[src/rtl/rom_loader_pkg.sv]
// Shared types for the program loader: error codes, FSM states, helper predicates.
// Pure declarations; no latency or backpressure of its own.
package rom_loader_pkg;

    typedef enum logic [2:0] {
        LOAD_NONE         = 3'd0,
        LOAD_TOO_LONG     = 3'd1,
        LOAD_BAD_CHECKSUM = 3'd2
    } load_err_e;

    typedef enum logic [2:0] {
        ST_IDLE   = 3'd0,
        ST_LEN_LO = 3'd1,
        ST_LEN_HI = 3'd2,
        ST_DATA   = 3'd3,
        ST_CSUM   = 3'd4,
        ST_DONE   = 3'd5,
        ST_ERROR  = 3'd6
    } state_e;

    localparam int LEN_W = 17;

    function automatic logic state_accepts(input state_e s);
        return (s == ST_LEN_LO) || (s == ST_LEN_HI) || (s == ST_DATA) || (s == ST_CSUM);
    endfunction

endpackage

[src/rtl/rom_loader_if.sv]
// Byte stream in (valid/ready) and program-memory write port out, bundled together.
// Wiring only; master is the host side, slave is the loader.
interface rom_loader_if #(
    parameter int ROM_ADDR = 4
) ();
    logic [7:0]          in_data;
    logic                in_valid;
    logic                in_ready;
    logic [ROM_ADDR-1:0] mem_addr;
    logic [7:0]          mem_data;
    logic                mem_we;

    modport master (
        output in_data, in_valid,
        input  in_ready, mem_addr, mem_data, mem_we
    );

    modport slave (
        input  in_data, in_valid,
        output in_ready, mem_addr, mem_data, mem_we
    );
endinterface

[src/rtl/rom_loader.sv]
// Framed byte-stream loader (len lo/hi, payload, xor checksum) into program memory; holds CPU in reset until DONE.
// Latency: payload write strobe one cycle after the byte transfer; done/error one cycle after the checksum byte.
// Backpressure: in_ready is combinational from state, high only while a frame is being received.
module rom_loader
    import rom_loader_pkg::*;
#(
    parameter int ROM_ADDR = 4
) (
    input  logic         clk,
    input  logic         reset,
    input  logic         start,
    rom_loader_if.slave  bus,
    output logic         cpu_reset,
    output logic         done,
    output logic [2:0]   error
);

    localparam int             IDX_W = ROM_ADDR + 1;
    localparam logic [LEN_W-1:0] CAP = LEN_W'(1) << ROM_ADDR;

    state_e              state_q, state_d;
    logic [7:0]          len_lo_q, len_lo_d;
    logic [LEN_W-1:0]    len_q, len_d;
    logic [IDX_W-1:0]    idx_q, idx_d;
    logic [7:0]          xor_q, xor_d;
    logic                we_q, we_d;
    logic [ROM_ADDR-1:0] addr_q, addr_d;
    logic [7:0]          data_q, data_d;
    logic                done_q, done_d;
    load_err_e           err_q, err_d;

    logic                xfer;
    logic [LEN_W-1:0]    n_full;
    logic [LEN_W-1:0]    idx_inc;

    assign bus.in_ready = reset && state_accepts(state_q);
    assign xfer         = bus.in_valid && bus.in_ready;
    assign n_full       = {1'b0, bus.in_data, len_lo_q};
    assign idx_inc      = LEN_W'(idx_q) + LEN_W'(1);

    always_ff @(posedge clk or negedge reset) begin
        if (!reset) begin
            state_q  <= ST_IDLE;
            len_lo_q <= '0;
            len_q    <= '0;
            idx_q    <= '0;
            xor_q    <= '0;
            we_q     <= 1'b0;
            addr_q   <= '0;
            data_q   <= '0;
            done_q   <= 1'b0;
            err_q    <= LOAD_NONE;
        end else begin
            state_q  <= state_d;
            len_lo_q <= len_lo_d;
            len_q    <= len_d;
            idx_q    <= idx_d;
            xor_q    <= xor_d;
            we_q     <= we_d;
            addr_q   <= addr_d;
            data_q   <= data_d;
            done_q   <= done_d;
            err_q    <= err_d;
        end
    end

    always_comb begin
        state_d  = state_q;
        len_lo_d = len_lo_q;
        len_d    = len_q;
        idx_d    = idx_q;
        xor_d    = xor_q;
        we_d     = 1'b0;
        addr_d   = addr_q;
        data_d   = data_q;
        done_d   = done_q;
        err_d    = err_q;

        unique case (state_q)
            ST_IDLE, ST_DONE, ST_ERROR: begin
                if (start) begin
                    state_d = ST_LEN_LO;
                    done_d  = 1'b0;
                    err_d   = LOAD_NONE;
                    xor_d   = '0;
                    idx_d   = '0;
                end
            end
            ST_LEN_LO: begin
                if (xfer) begin
                    len_lo_d = bus.in_data;
                    state_d  = ST_LEN_HI;
                end
            end
            ST_LEN_HI: begin
                if (xfer) begin
                    len_d = n_full;
                    // N equal to capacity is legal: the index has one spare bit.
                    if (n_full > CAP) begin
                        state_d = ST_ERROR;
                        err_d   = LOAD_TOO_LONG;
                    end else if (n_full == '0) begin
                        state_d = ST_CSUM;
                    end else begin
                        state_d = ST_DATA;
                    end
                end
            end
            ST_DATA: begin
                if (xfer) begin
                    we_d   = 1'b1;
                    addr_d = idx_q[ROM_ADDR-1:0];
                    data_d = bus.in_data;
                    xor_d  = xor_q ^ bus.in_data;
                    idx_d  = idx_inc[IDX_W-1:0];
                    if (idx_inc == len_q) begin
                        state_d = ST_CSUM;
                    end
                end
            end
            ST_CSUM: begin
                if (xfer) begin
                    if (bus.in_data == xor_q) begin
                        state_d = ST_DONE;
                        done_d  = 1'b1;
                    end else begin
                        state_d = ST_ERROR;
                        err_d   = LOAD_BAD_CHECKSUM;
                    end
                end
            end
            default: begin
                state_d = ST_IDLE;
            end
        endcase
    end

    assign bus.mem_we   = we_q;
    assign bus.mem_addr = addr_q;
    assign bus.mem_data = data_q;
    assign cpu_reset    = (state_q != ST_DONE);
    assign done         = done_q;
    assign error        = err_q;

endmodule

[src/flat_wrapper.sv]
// flat-port wrapper written by rule: the top's interface ports become plain ports
module rom_loader_flat import rom_loader_pkg::*;
#(
    parameter int ROM_ADDR = 4
)
  (clk, reset, start, cpu_reset, done, error, bus_in_data, bus_in_valid, bus_in_ready, bus_mem_addr, bus_mem_data, bus_mem_we);
  rom_loader_if #(.ROM_ADDR(ROM_ADDR)) bus_i ();
  input  logic clk;
  input  logic reset;
  input  logic start;
  output logic cpu_reset;
  output logic done;
  output logic [2:0] error;
  input wire logic [$bits(bus_i.in_data)-1:0] bus_in_data;
  input wire logic [$bits(bus_i.in_valid)-1:0] bus_in_valid;
  output wire logic [$bits(bus_i.in_ready)-1:0] bus_in_ready;
  output wire logic [$bits(bus_i.mem_addr)-1:0] bus_mem_addr;
  output wire logic [$bits(bus_i.mem_data)-1:0] bus_mem_data;
  output wire logic [$bits(bus_i.mem_we)-1:0] bus_mem_we;
  assign bus_i.in_data = bus_in_data;
  assign bus_i.in_valid = bus_in_valid;
  assign bus_in_ready = bus_i.in_ready;
  assign bus_mem_addr = bus_i.mem_addr;
  assign bus_mem_data = bus_i.mem_data;
  assign bus_mem_we = bus_i.mem_we;
  rom_loader #(.ROM_ADDR(ROM_ADDR)) u_core (.clk(clk), .reset(reset), .start(start), .bus(bus_i), .cpu_reset(cpu_reset), .done(done), .error(error));
endmodule
[config.mk]
export PLATFORM = sky130hd
export DESIGN_NAME = rom_loader_flat
export DESIGN_NICKNAME = d
export VERILOG_FILES = /design/src/rtl/rom_loader_pkg.sv /design/src/rtl/rom_loader_if.sv /design/src/rtl/rom_loader.sv /design/src/flat_wrapper.sv
export SDC_FILE = /design/constraint.sdc
export NUM_CORES = 1
export LEC_CHECK = 0
export CAP_MARGIN = 15
export CORE_MARGIN = 4
export CORE_UTILIZATION = 50
export DETAILED_ROUTE_END_ITERATION = 8
export PLACE_DENSITY_LB_ADDON = 0.05
export SETUP_SLACK_MARGIN = 0.3
export SYNTH_ARGS = -nofsm -noshare
export SYNTH_HDL_FRONTEND = slang
export SYNTH_SLANG_ARGS = --single-unit
[constraint.sdc]
create_clock -name clk -period 1.87 [get_ports clk]
set_input_delay 0.2805 -clock clk [delete_from_list [all_inputs] [get_ports clk]]
set_output_delay 0.2805 -clock clk [all_outputs]
set_load 0.1 [all_outputs]
==> reports/qor.yml <==
pwr:
  worst_ir_drop_vdd_v: 0.00129
  pwr_density_cell_mw_per_mm2: 1770
  power_switching_uw: 3290
  comb_power_share: 0.589
  seqPwrFrac: 0.312
  p_clk_frac: 0.099
  p_sw_frac: 0.469
  power_leakage_uw: 0.00184
  power.internal_uw: 3720
synth:
  synth_area_per_cell_um2: 10.1
  ys_seq_area_frac: 0.525
  synth_top_area_cell: "dfrtp_1"
  syn_area_mm2: 0.00267
  synthTopCellsByArea: "dfrtp_1 53%, mux2_2 11%, nand2_1 7.0%, o21ai_0 4.9%, xnor2_1 3.6%"
  yosysMostFrequentCell: "dfrtp_1"
  synth_top_area_share: 0.525
  synth_seq_cells: 56
  synth-edff-count: 0
  syn_nets: 276
  ys.flop_type: "dfrtp_1"
  synthCells: 263
  synthArstFlopShare: 1.00
  synth_top_cells_by_count: "56 x dfrtp_1, 50 x nand2_1, 26 x o21ai_0, 25 x mux2_2, 13 x nor2_1"
  yosysWarningCount: 0
  synth_cell_types: 39
min_path:
  hold_path_class: "input pin to async pin"
sta:
  grt_setup_unrepaired: "yes"
  fin_ws_ps: -149
  period_needed_ps: 2020
  slew_headroom: 0.594
  finalSetupViolCount: 3
  tightest_slew_ps: 608
  final-hold-violation-count: 0
  setup_tns_ps: -311
  max_freq_mhz: 495
  skew_ps: 9.82
  finalCritPeriodShare: 1.08
  final-max-slew-violation-count: 0
worst_setup_path:
  required_ps: 2070
  critPathKind: "register to register"
  crit_path_end_kind: "register"
  r2r-start: "u_core.len_q[10]$_DFFE_PN0P_"
  path_cells: "or4_4 -> a2111o_1 -> a211oi_2 -> a31oi_2 -> o41a_1"
  cpPeakStageDelay_ps: 540
  crit_buf_inv: 0
  critPathMaxFanout: 3
  crit_arrival_ps: 2220
  crit_path_start_kind: "register"
  crit_path_start: "u_core.len_q[10]$_DFFE_PN0P_"
  critPathTopFamily: "compound AO/OA/AOI/OAI gates"
  cp_slowest_cell: "or4_4"
floorplanning:
  rows: 26
  die_w_um: 81.0
  core_mm2: 0.00514
  die_area_mm2: 0.00657
  initial_core_util: 0.519
  io-pin-count: 31
  fp.dieH_um: 81.0
clock_network:
  cts-buffers-inserted: 5
  cts_tree: "done"
  cts.sinks: 56
  clockBufferDepth: 2
  clk_pin_slew_ps: 100
  root_buffer: "clkbuf_8"
  clock_latency_ps: 320
  htree_levels: 2
place:
  dp_slack_ps: -276
  place.gp.congestion: 0.918
  port_buffers: 29
  hpwl_um: 4250
grt:
  grt_pass1_vias: 2223
  antenna_found_initial: 0
  grt_overflow: 0
  grt_max_degree: 44
  grtUsageTotal: 0.227
  grt_pass1_wl_um: 11200
drt:
  drt-pass1-iter-count: 4
  vias: 2282
  antenna_left: 0
  first_iter_violations: 156
  wirelength_um: 7520
  wire_per_inst_um: 18.1
  avgViaCountPerCell: 5.50
  drc: 0
final_layout:
  drive_gt1_frac: 0.475
  diodes: 0
  syn2layout_area_growth_pct: 48.1
  final_nets: 357
run_status:
  violations: "negative setup slack"
  status: "finished with violations"
flow_run:
  max_cap_violations: 0
[path summary, 6_finish.rpt]
check	slack, ps	cells after the start	to
setup / recovery	-150	5	u_core.state_q[0]$_DFFE_PN0P_
hold / removal	170	2	u_core.idx_q[3]$_DFFE_PN0P_
setup reg to reg	-150	5	u_core.state_q[0]$_DFFE_PN0P_
hold reg to reg	480	2	u_core.bus.mem_addr[0]$_DFFE_PN0P_
max in group asynchronous	720	3	u_core.error[0]$_DFFE_PN0P_
min in group clk	340	3	u_core.bus.mem_data[1]$_DFFE_PN0P_
[what timing repair did]
item                                   4_1_cts  5_1_grt
pin swaps                                   21       14
setup endpoints to repair                   52       57
gates cloned                                 1        2
hold buffers                                 1        0
endpoints found under the hold margin       13        0
buffers inserted                            18        4
gates resized for setup                     78       42
[stage by stage]
stage                     instances  instance area [um2]  hold WS [ps]  utilization  total power (uW)
after detailed placement        381                 3250           323        0.632              5270
after floorplan                 263                 2700         -15.1            -              4370
final                           415                 3950           169        0.769              7010
after global placement          381                 3250           326        0.632              5230
after global routing            415                 3950           190        0.769              7340
after CTS                       409                 3710           134        0.721              6660
[sequential cells by signal, indices dropped and copies added, names as in the netlist]
| signal | cells |
|---|---|
| u_core.done | 1 |
| u_core.xor_q | 8 |
| u_core.idx_q | 5 |
| u_core.bus.mem_addr | 4 |
| u_core.len_q | 16 |
| u_core.error | 2 |
| u_core.state_q | 3 |
| u_core.bus.mem_we | 1 |
| u_core.len_lo_q | 8 |
| u_core.bus.mem_data | 8 |
[layer usage]
layer	part of all wire	wire length (um)	vias up	GRT usage
li1	-	-	1088	-
met1	0.44	3310	1138	0.303
met2	0.51	3860	50	0.381
met3	0.038	285	6	0.0455
met4	0.0093	70	0	0.0507
met5	0	0	-	0
[cell usage in the layout (no fill, tap or decap), types with 3 or more instances in the layout]
cell type / synthesis / layout
nand2_2: 0 / 10
nor3_1: 8 / 5
mux2_4: 0 / 8
buf_6: 0 / 10
nor3_2: 0 / 3
buf_12: 0 / 6
nor2b_1: 4 / 4
xnor2_1: 11 / 11
dfrtp_1: 56 / 54
nor4_2: 0 / 3
o21ai_1: 0 / 12
clkdlybuf4s50_1: 0 / 9
xor2_1: 5 / 5
nor2_4: 0 / 3
nand3_1: 6 / 4
nand4_1: 5 / 5
nand2_4: 0 / 6
nand2_1: 50 / 34
buf_4: 1 / 52
nor2_1: 13 / 10
mux2_2: 25 / 17
clkbuf_16: 0 / 3
clkbuf_8: 0 / 5
o21ai_2: 0 / 12
[layout make-up]
type | instances | area [um2]
well taps | 70 | 87.6
clock buffers | 5 | 68.8
fillers | 355 | 1190
multi-input cells | 192 | 1500
inverters | 4 | 25.0
clock inverters | 3 | 22.5
repair buffers | 85 | 846
flip-flops and latches | 56 | 1400
[worst reg2reg max path: cells and delay by family (launching register included)]
family | cells | cell delay, ps
AND/OR/NAND/NOR | 1 | 540
flip-flops | 1 | 380
AO/OA/AOI/OAI | 4 | 980
[power groups by stage]
stage                     sequential [uW]  clock, uW  combinational, uW
final                                2190        694               4130
after global routing                 2240        767               4330
after CTS                            2150        701               3810
after detailed placement             2170          0               3100
after global placement               2160          0               3070
after floorplan                      2980          0               1390
[logic make-up after synthesis]
logic type / synth area share
simple gates: 0.178
flops: 0.525
compound gates: 0.109
mux: 0.106
xor+xnor: 0.0525
buf+inv: 0.0235
fa+ha+maj: 0.00469
other cells: 0.00141
(Power assumes the default switching activity.)
